`src/rtl/sim_finisher_pkg.sv`:
```
`default_nettype none
// ---------------------------------------------------------------------------
// sim_finisher_pkg : register map, reason codes and state types
// Rev 1.0
// ---------------------------------------------------------------------------
package sim_finisher_pkg;

   localparam logic [7:0] ADDR_CTRL      = 8'h00;
   localparam logic [7:0] ADDR_MASK      = 8'h04;
   localparam logic [7:0] ADDR_WDOG_LOAD = 8'h08;
   localparam logic [7:0] ADDR_KICK      = 8'h0C;
   localparam logic [7:0] ADDR_STATUS    = 8'h10;
   localparam logic [7:0] ADDR_RESULT    = 8'h40;
   localparam logic [7:0] ADDR_CYCLE_LO  = 8'h44;
   localparam logic [7:0] ADDR_CYCLE_HI  = 8'h48;

   localparam logic [1:0] REASON_PASS    = 2'd0;
   localparam logic [1:0] REASON_FAIL    = 2'd1;
   localparam logic [1:0] REASON_TIMEOUT = 2'd2;

   typedef enum logic [1:0] {CH_IDLE = 2'd0, CH_PASS = 2'd1, CH_FAIL = 2'd2} ch_state_t;
   typedef enum logic {ST_RUN = 1'b0, ST_FINISHED = 1'b1} glb_state_t;

endpackage
`default_nettype wire

```
`src/rtl/sim_finisher_wdog.sv`:
```
`default_nettype none
// ---------------------------------------------------------------------------
// sim_finisher_wdog : reloadable saturating down-counter with zero flag
// Rev 1.0
// ---------------------------------------------------------------------------
module sim_finisher_wdog #(
   parameter int WDOG_W       = 32,
   parameter int WDOG_DEFAULT = 1000000
) (
   input  logic              clk,
   input  logic              rst,
   input  logic              load,
   input  logic [WDOG_W-1:0] load_val,
   input  logic              kick,
   input  logic              dec_en,
   output logic              zero
);

   localparam logic [WDOG_W-1:0] RELOAD_RST = WDOG_W'(WDOG_DEFAULT);

   logic [WDOG_W-1:0] reload_q;
   logic [WDOG_W-1:0] count_q;

   always_ff @(posedge clk or posedge rst) begin
      if (rst) begin
         reload_q <= RELOAD_RST;
         count_q  <= RELOAD_RST;
      end else if (load) begin
         reload_q <= load_val;
         count_q  <= load_val;
      end else if (kick) begin
         count_q <= reload_q;
      end else if (dec_en && (count_q != '0)) begin
         count_q <= count_q - WDOG_W'(1);
      end
   end

   assign zero = (count_q == '0);

endmodule
`default_nettype wire

```
`src/rtl/sim_test_finisher.sv`:
```
`default_nettype none
// ---------------------------------------------------------------------------
// sim_test_finisher : bus-mapped pass/fail/timeout aggregator driving sim_finish
// Rev 1.0
// ---------------------------------------------------------------------------
module sim_test_finisher
   import sim_finisher_pkg::*;
#(
   parameter int NUM_CH       = 4,
   parameter int WDOG_W       = 32,
   parameter int WDOG_DEFAULT = 1000000
) (
   input  logic              clk,
   input  logic              rst,
   input  logic              req_valid,
   output logic              req_ready,
   input  logic              req_write,
   input  logic [7:0]        req_addr,
   input  logic [31:0]       req_wdata,
   output logic              resp_valid,
   output logic [31:0]       resp_rdata,
   output logic              sim_finish,
   output logic              sim_pass,
   output logic [1:0]        finish_reason,
   output logic [2:0]        fail_chan,
   output logic [15:0]       fail_code,
   output logic [NUM_CH-1:0] chan_done
);

   glb_state_t        state_q, state_d;
   logic [1:0]        reason_q, reason_d;
   logic              pass_q, pass_d;
   logic [2:0]        fchan_q, fchan_d;
   logic [15:0]       fcode_q, fcode_d;
   logic [1:0]        ctrl_q;
   logic [NUM_CH-1:0] mask_q;
   logic [63:0]       cycle_q;
   logic [31:0]       hi_snap_q;

   ch_state_t         ch_state [NUM_CH];
   ch_state_t         ch_next  [NUM_CH];
   logic [15:0]       ch_code  [NUM_CH];
   logic [NUM_CH-1:0] ch_wr, done_vec, fail_vec, m_fail, m_done;

   logic [7:0]  word_addr;
   logic        wr_acc, rd_acc, running, cfg_wr;
   logic        status_hit;
   logic [3:0]  status_idx;
   logic        sel_hit, sel_done, sel_pass;
   logic [15:0] sel_code;
   logic        any_fail, all_done, fail_ev, tmo_ev, pass_ev;
   logic [2:0]  low_chan;
   logic [15:0] low_code;
   logic        wd_load, wd_kick, wd_zero;
   logic [31:0] rd_data;
   logic        unused_addr_bits;

   assign req_ready        = 1'b1;
   assign unused_addr_bits = ^req_addr[1:0];
   assign word_addr        = {req_addr[7:2], 2'b00};
   assign wr_acc           = req_valid & req_write;
   assign rd_acc           = req_valid & ~req_write;
   assign running          = (state_q == ST_RUN);
   // Once finished, every write is acknowledged but dropped.
   assign cfg_wr           = running & wr_acc;
   assign status_hit       = (req_addr[7:6] == 2'b00) && (req_addr[5:4] != 2'b00);
   assign status_idx       = req_addr[5:2] - 4'd4;

   always_comb begin
      sel_hit  = 1'b0;
      sel_done = 1'b0;
      sel_pass = 1'b0;
      sel_code = '0;
      for (int k = 0; k < NUM_CH; k++) begin
         ch_wr[k]    = cfg_wr && status_hit && (status_idx == 4'(k)) && req_wdata[0];
         done_vec[k] = (ch_state[k] != CH_IDLE);
         fail_vec[k] = (ch_state[k] == CH_FAIL);
         ch_next[k]  = ch_state[k];
         if (ch_wr[k] && (ch_state[k] == CH_IDLE))
            ch_next[k] = req_wdata[1] ? CH_PASS : CH_FAIL;
         if (status_hit && (status_idx == 4'(k))) begin
            sel_hit  = 1'b1;
            sel_done = (ch_state[k] != CH_IDLE);
            sel_pass = (ch_state[k] == CH_PASS);
            sel_code = ch_code[k];
         end
      end
   end

   always_ff @(posedge clk or posedge rst) begin
      if (rst) begin
         for (int k = 0; k < NUM_CH; k++) begin
            ch_state[k] <= CH_IDLE;
            ch_code[k]  <= '0;
         end
      end else begin
         for (int k = 0; k < NUM_CH; k++) begin
            ch_state[k] <= ch_next[k];
            if (ch_wr[k] && (ch_state[k] == CH_IDLE))
               ch_code[k] <= req_wdata[31:16];
         end
      end
   end

   assign m_fail   = fail_vec & mask_q;
   assign m_done   = done_vec & mask_q;
   assign any_fail = |m_fail;
   assign all_done = (m_done == mask_q) && (|mask_q);

   // Descending scan leaves the lowest failing index selected.
   always_comb begin
      low_chan = '0;
      low_code = '0;
      for (int k = NUM_CH - 1; k >= 0; k--) begin
         if (m_fail[k]) begin
            low_chan = 3'(k);
            low_code = ch_code[k];
         end
      end
   end

   assign wd_load = cfg_wr && (word_addr == ADDR_WDOG_LOAD);
   assign wd_kick = cfg_wr && (word_addr == ADDR_KICK);

   sim_finisher_wdog #(
      .WDOG_W       (WDOG_W),
      .WDOG_DEFAULT (WDOG_DEFAULT)
   ) u_wdog (
      .clk      (clk),
      .rst      (rst),
      .load     (wd_load),
      .load_val (req_wdata[WDOG_W-1:0]),
      .kick     (wd_kick),
      .dec_en   (running & ctrl_q[0]),
      .zero     (wd_zero)
   );

   // A reload accepted in the zero cycle rescues the run.
   assign fail_ev = any_fail && (ctrl_q[1] || all_done);
   assign tmo_ev  = ctrl_q[0] && wd_zero && !(wd_load || wd_kick);
   assign pass_ev = all_done && !any_fail;

   always_comb begin
      state_d  = state_q;
      reason_d = reason_q;
      pass_d   = pass_q;
      fchan_d  = fchan_q;
      fcode_d  = fcode_q;
      if (running) begin
         if (fail_ev) begin
            state_d  = ST_FINISHED;
            reason_d = REASON_FAIL;
            fchan_d  = low_chan;
            fcode_d  = low_code;
         end else if (tmo_ev) begin
            state_d  = ST_FINISHED;
            reason_d = REASON_TIMEOUT;
         end else if (pass_ev) begin
            state_d  = ST_FINISHED;
            reason_d = REASON_PASS;
            pass_d   = 1'b1;
         end
      end
   end

   always_comb begin
      rd_data = '0;
      case (word_addr)
         ADDR_CTRL:     rd_data = {30'b0, ctrl_q};
         ADDR_MASK:     rd_data[NUM_CH-1:0] = mask_q;
         ADDR_RESULT:   rd_data = {fcode_q, 5'b0, fchan_q, 2'b0, reason_q, 2'b0, pass_q, sim_finish};
         ADDR_CYCLE_LO: rd_data = cycle_q[31:0];
         ADDR_CYCLE_HI: rd_data = hi_snap_q;
         default:       if (sel_hit) rd_data = {sel_code, 14'b0, sel_pass, sel_done};
      endcase
   end

   always_ff @(posedge clk or posedge rst) begin
      if (rst) begin
         state_q    <= ST_RUN;
         reason_q   <= '0;
         pass_q     <= 1'b0;
         fchan_q    <= '0;
         fcode_q    <= '0;
         ctrl_q     <= '0;
         mask_q     <= '1;
         cycle_q    <= '0;
         hi_snap_q  <= '0;
         resp_valid <= 1'b0;
         resp_rdata <= '0;
      end else begin
         state_q    <= state_d;
         reason_q   <= reason_d;
         pass_q     <= pass_d;
         fchan_q    <= fchan_d;
         fcode_q    <= fcode_d;
         resp_valid <= req_valid;
         resp_rdata <= rd_acc ? rd_data : '0;
         if (cfg_wr && (word_addr == ADDR_CTRL)) ctrl_q <= req_wdata[1:0];
         if (cfg_wr && (word_addr == ADDR_MASK)) mask_q <= req_wdata[NUM_CH-1:0];
         if (running) cycle_q <= cycle_q + 64'd1;
         if (rd_acc && (word_addr == ADDR_CYCLE_LO)) hi_snap_q <= cycle_q[63:32];
      end
   end

   assign sim_finish    = (state_q == ST_FINISHED);
   assign sim_pass      = pass_q;
   assign finish_reason = reason_q;
   assign fail_chan     = fchan_q;
   assign fail_code     = fcode_q;
   assign chan_done     = done_vec;

endmodule
`default_nettype wire
```
`config.mk`:
```
export PLATFORM = sky130hd
export DESIGN_NAME = sim_test_finisher
export DESIGN_NICKNAME = d
export VERILOG_FILES = /design/src/rtl/sim_finisher_pkg.sv /design/src/rtl/sim_finisher_wdog.sv /design/src/rtl/sim_test_finisher.sv
export SDC_FILE = /design/constraint.sdc
export NUM_CORES = 1
export LEC_CHECK = 0
export ABC_AREA = 1
export CAP_MARGIN = 0
export CORE_MARGIN = 2
export CORE_UTILIZATION = 35
export DETAILED_ROUTE_END_ITERATION = 10
export PLACE_DENSITY_LB_ADDON = 0.15
export SLEW_MARGIN = 40
export SYNTH_ARGS = -nofsm -noshare
export SYNTH_HDL_FRONTEND = slang
export SYNTH_SLANG_ARGS = --single-unit
```
`constraint.sdc`:
```
create_clock -name clk -period 11.55 [get_ports clk]
set_input_delay 2.8875 -clock clk [delete_from_list [all_inputs] [get_ports clk]]
set_output_delay 2.8875 -clock clk [all_outputs]
set_load 0.05 [all_outputs]
```
Yosys cells after proc, flatten, opt, wreduce, memory -nomap -nowiden
Index checks and enable logic that the tools add are counted.

storage, ports and cells
  flip-flop bits (word level) = 294
  latch bits = 0
  memory bits (writable) = 0
  ROM bits = 0
  input port bits = 44
  output and inout bits = 61
  memories kept = 0

cells by class
  add/sub/neg operators = 3
  $mul = 0
  divide/modulo/power cells = 0
  magnitude comparators = 0
  eq/ne operators = 18
  shift operators = 0
  muxes and demuxes = 39
  bitwise operators = 10
  reductions and logical operators = 55

operators by type and width
  cell                                                count
  2-to-1 mux 32 bit                                   5
  2-to-1 mux 16 bit                                   8
  one-hot mux 28 bit (4 select lines)                 1
  adder 64 x 1 -> 64 bit, second input constant       1
  zero test 32 bit                                    1
  nonzero test 32 bit                                 1
  subtractor 32 x 1 -> 32 bit, second input constant  1
  logical AND 1 bit                                   29
  one-hot mux 4 bit (5 select lines)                  1
  == test 6 x 5 -> 1 bit, second input constant       3
  2-to-1 mux 1 bit                                    16
  == test 6 x 2 -> 1 bit, second input constant       2
  zero test 2 bit                                     5
  2-to-1 mux 2 bit                                    5
  nonzero test 2 bit                                  5
  2-to-1 mux 3 bit                                    3
  AND 4 bit                                           2
  == test 2 x 1 -> 1 bit, second input constant       4
  == test 2 bit, second input constant                4
  == test 4 x 2 -> 1 bit, second input constant       2
  zero test 8 bit                                     1
  OR reduction 4 bit                                  2
  == test 6 x 1 -> 1 bit, second input constant       1
  nonzero test 3 bit                                  2
  other kinds (11)                                    20

Depth between registers and ports, before layout
  depth in word-level cells = 10
  gate-level depth with buffers = 12

By module
From an unflattened synthesis, not the netlist that was laid out.

unflattened totals
  cell total of the unflattened synthesis = 2141
  area total of the unflattened synthesis = 15721.3 um^2

modules (own cells, without submodules)
  module             instances  cells each  area an instance (um^2)
  sim_test_finisher  1          1525        11696.2
  sim_finisher_wdog  1          616         4025.1

Worst setup path after synthesis
No wires, ideal clock.

  path kind = input-to-reg
  from = input req_addr[7]
  to = register u_wdog.count_q[1]
  setup time = 0.124 ns
  arrival time = 4.010 ns
  data required time = 11.426 ns
  path slack = 7.417 ns
  cell stages on the path = 8
  path through = nor2_1 > buf_2 > nand4_2 > inv_1 > clkbuf_2 > o21ai_0 > a21oi_1 > a21oi_1

on the way
  longest elaborated chain between the ends = 4
  elaborated cells on any way between the ends = 7
  those cells by class = 2 x eq/ne; 2 x mux; 3 x reduce/logical

RTL lines
  what                    RTL line                  source
  start: declaration      sim_test_finisher.sv:18   input logic [7:0] req_addr,
  == test 6 x 2 -> 1 bit  sim_test_finisher.sv:123  assign wd_kick = cfg_wr && (word_addr == ADDR_KICK);
  logical AND 1 bit       sim_test_finisher.sv:123
  2-to-1 mux 32 bit       sim_finisher_wdog.sv:31   end else if (kick) begin
  2-to-1 mux 32 bit       sim_finisher_wdog.sv:28   end else if (load) begin
  end signal: assignment  sim_finisher_wdog.sv:30   count_q <= load_val;
  end signal: assignment  sim_finisher_wdog.sv:32   count_q <= reload_q;
  end signal: assignment  sim_finisher_wdog.sv:34   count_q <= count_q - WDOG_W'(1);
  end: declaration        sim_finisher_wdog.sv:22   logic [WDOG_W-1:0] count_q;

Several ways; a longest one is shown, not always the timed one.
A chain may end at the register's enable or synchronous reset.

Worst setup path after layout
  from = input req_addr[2]
  to = register hi_snap_q[3]

on the way
  longest elaborated chain between the ends = 2

RTL lines
  what                    RTL line                  source
  == test 6 x 5 -> 1 bit  sim_test_finisher.sv:202  if (rd_acc && (word_addr == ADDR_CYCLE_LO)) hi_snap_q <= cycle_q[63:32];
  logical AND 1 bit       sim_test_finisher.sv:202
  end signal: assignment  sim_test_finisher.sv:202
  end: declaration        sim_test_finisher.sv:38   logic [31:0] hi_snap_q;

Every way passes these cells.

==> results.toml <==
[timing]
grt_setup_unrepaired = "no"
slew_headroom_pct = 47.3
tightestPinTransition_ns = 0.788
fin_tns_setup_ns = 0
finalClockSkew_ns = 0.0370
fin_crit_sh_pct = 46.9
slew_viol_final = 0
period_minus_slack_ns = 5.42
finalHoldViolCount = 0
max_freq_mhz = 184
report.final.setup_viol = 0

[clock_tree]
numCtsBuffers = 37
cts_hold_buf = 0
cts_tree = "yes"
post-cts-setup-buffers = 0
clk_latency_ns = 0.56
clock_sinks = 293
cts_buffer_depth = 3
clkTransAtPathRegs_ns = 0.05
root_buffer = "clkbuf_16"
htreeDepth = 2
ctsResizeCount = 0

[flow_run]
drv_cap = 0

[drt]
vias_per_cell = 4.97
wl_per_cell_um = 18.9
post-route-drc-count = 0
vias = 13444
wirelength_mm = 51.1
drt-pass1-iter-count = 5
drt_iter0_drc = 887
detail-route-antenna-nets = 0

[critical_path]
cp-end-kind = "flip-flop"
cp.arrival_ns = 5.84
cp-start-kind = "input port"
worstPathRequired_ns = 11.97
path_class = "in2reg"
critical_path.max_fanout = 36

[synth]
ys_seq_area_share_pct = 48.2
syn_area_sq_um = 15200
synth_edf_count = 0
synth.distinct_cells = 46
synth_ff_type = "dfrtp_1"
synth-seq-cells = 293
synth.net_count = 2054
ys_warn_count = 0
avgSynthCellArea_sq_um = 7.59
async_flop_share_pct = 100
syn_inst = 2008

[finish]
diodes = 0
syn_to_final_growth_pct = 18.2
num-fill-cells = 4466
drive_gt1_share_pct = 6.61
fin_nets = 2139

[floorplan]
rows = 76
die_h_um = 213
die_x_um = 213
die-area_sq_um = 45300
core-area_sq_um = 43100
start_util_pct = 35.4
num_io_pins = 105

[place]
dp_hpwl_mm = 37.0
io_buffer_count = 100
place_congestion = 0.937

[grt]
antenna_found_initial = 0
grt_first_pass_wirelength_mm = 79.7
grt_pass1_vias = 13229
grt_max_degree = 128
overflow = 0
grt_util_all_layers_pct = 23.3

[power_and_ir_drop]
finalPower_mw = 2.24
p_leak_nw = 8.47
vdd_drop_max_uv = 96.9
powerDensity_nw_per_um2 = 124

[outcome]
outcome = "complete, no violations"

[hold_path]
hold_class = "reg2reg"
## cells by family after synthesis
group                      count (synthesis)  synth area share (%)
buffers and inverters                    314                  8.14
AOI/OAI and AO/OA                        314                  11.5
muxes                                      5                 0.369
adders and majority gates                  2                 0.164
xor gates and xnor gates                  60                  3.45
other                                      2                0.0492
and+or+nand+nor                         1018                  28.1
DFF                                      293                  48.2
## cells in the final DEF, fill, tap and decap left out, drive strengths merged, types with 24 or more instances in the layout
cell	Yosys	final
nand2	619	619
dfrtp	275	275
inv	243	243
nor2	188	188
o21ai	178	178
nand3	143	143
clkdlybuf4s50	0	100
clkbuf	40	52
a21oi	49	49
xor2	48	48
nand4	35	35
o211ai	31	31
o22ai	31	31
nor3	24	24
## routing by layer
layer	vias up	global-route usage [%]	routed length, um
li1	6619	-	-
met3	82	3.07	2370
met2	319	37.8	23900
met5	-	0	0
met4	0	8.61	1800
met1	6424	32.0	23100
## stage by stage
stage               setup WS (ns)  instance area, sq um  util [%]  hold WS [ns]  instances
floorplan                   0.602                 15200         -         0.438       2008
global placement             5.12                 16800      38.9         0.458       2637
detailed placement           5.64                 16800      39.1         0.460       2639
CTS                          6.20                 18000      41.8         0.472       2704
global route                 5.93                 18000      41.8         0.488       2704
finish                       6.13                 18000      41.8         0.468       2704
## registers in the layout, summed over array words and instances (netlist names)
| name | count |
|---|---|
| resp_valid | 1 |
| ctrl_q | 2 |
| ch_code | 64 |
| ch_state | 8 |
| cycle_q | 64 |
| resp_rdata | 32 |
| hi_snap_q | 32 |
| fail_chan | 2 |
| mask_q | 4 |
| sim_pass | 1 |
| u_wdog.count_q | 32 |
| sim_finish | 1 |
| u_wdog.reload_q | 32 |
| finish_reason | 2 |
| fail_code | 16 |
## where the power goes
group	internal (mW)	total [mW]	switching, mW
clock network	0.676	1.14	0.466
logic	0.0180	0.0672	0.0492
registers	1.03	1.03	0.00127
total	1.72	2.24	0.516
## path summary, 6_finish.rpt
path,startpoint,to,slack (ns),cells after the start
min,cycle_q[63],cycle_q[63],0.47,2
min in group asynchronous,rst,resp_rdata[16],2.92,2
min reg2reg,cycle_q[63],cycle_q[63],0.47,2
max in group asynchronous,rst,u_wdog.count_q[28],6.72,4
max reg2reg,mask_q[0],fail_code[8],8.40,10
max,req_addr[2],hi_snap_q[3],6.13,10
## final cells by class
cell class	instances	area (sq um)	share of cell area, %
Timing Repair Buffer	116	1130	6.26
Tap cell	585	732	4.06
Clock inverter	13	105	0.583
Multi-Input combinational cell	1401	6690	37.1
Inverter	244	931	5.16
Clock buffer	52	1080	6.01
Sequential cell	293	7350	40.8
## Yosys cell counts (2+ instances only)
cell type / instances / share of area (%)
ha_1: 2 / 0.16
xnor2_1: 12 / 0.69
nand2_2: 3 / 0.12
nor2_2: 8 / 0.33
conb_1: 2 / 0.049
o22ai_1: 31 / 1.3
inv_1: 237 / 5.8
o21bai_1: 16 / 0.79
and3_1: 2 / 0.082
nor4_1: 2 / 0.082
nand2_1: 615 / 15
buf_2: 22 / 0.72
a22oi_1: 3 / 0.15
o21ai_0: 144 / 4.7
dfrtp_1: 275 / 45
nor2_1: 173 / 4.3
nor2_4: 7 / 0.52
a31oi_1: 3 / 0.12
clkbuf_1: 39 / 0.96
mux2_2: 5 / 0.37
or2_2: 2 / 0.082
o21ai_1: 33 / 1.1
nand4_1: 34 / 1.4
o211ai_1: 31 / 1.5
dfstp_2: 18 / 3.1
o221ai_1: 2 / 0.11
nand3_1: 140 / 4.6
xor2_1: 48 / 2.8
nand3_2: 3 / 0.20
nor3_1: 22 / 0.72
a21oi_1: 48 / 1.6
buf_4: 7 / 0.34
inv_2: 6 / 0.15
## worst max-delay path, stage by stage
cell	delay [ns]
clkdlybuf4s50_1	0.57
inv_1	0.12
nor2_1	0.22
nand2_1	0.10
inv_2	0.10
nand2_4	0.13
inv_2	0.50
nand2_2	0.46
buf_4	0.41
mux2_2	0.31
(Power assumes the default switching activity.)
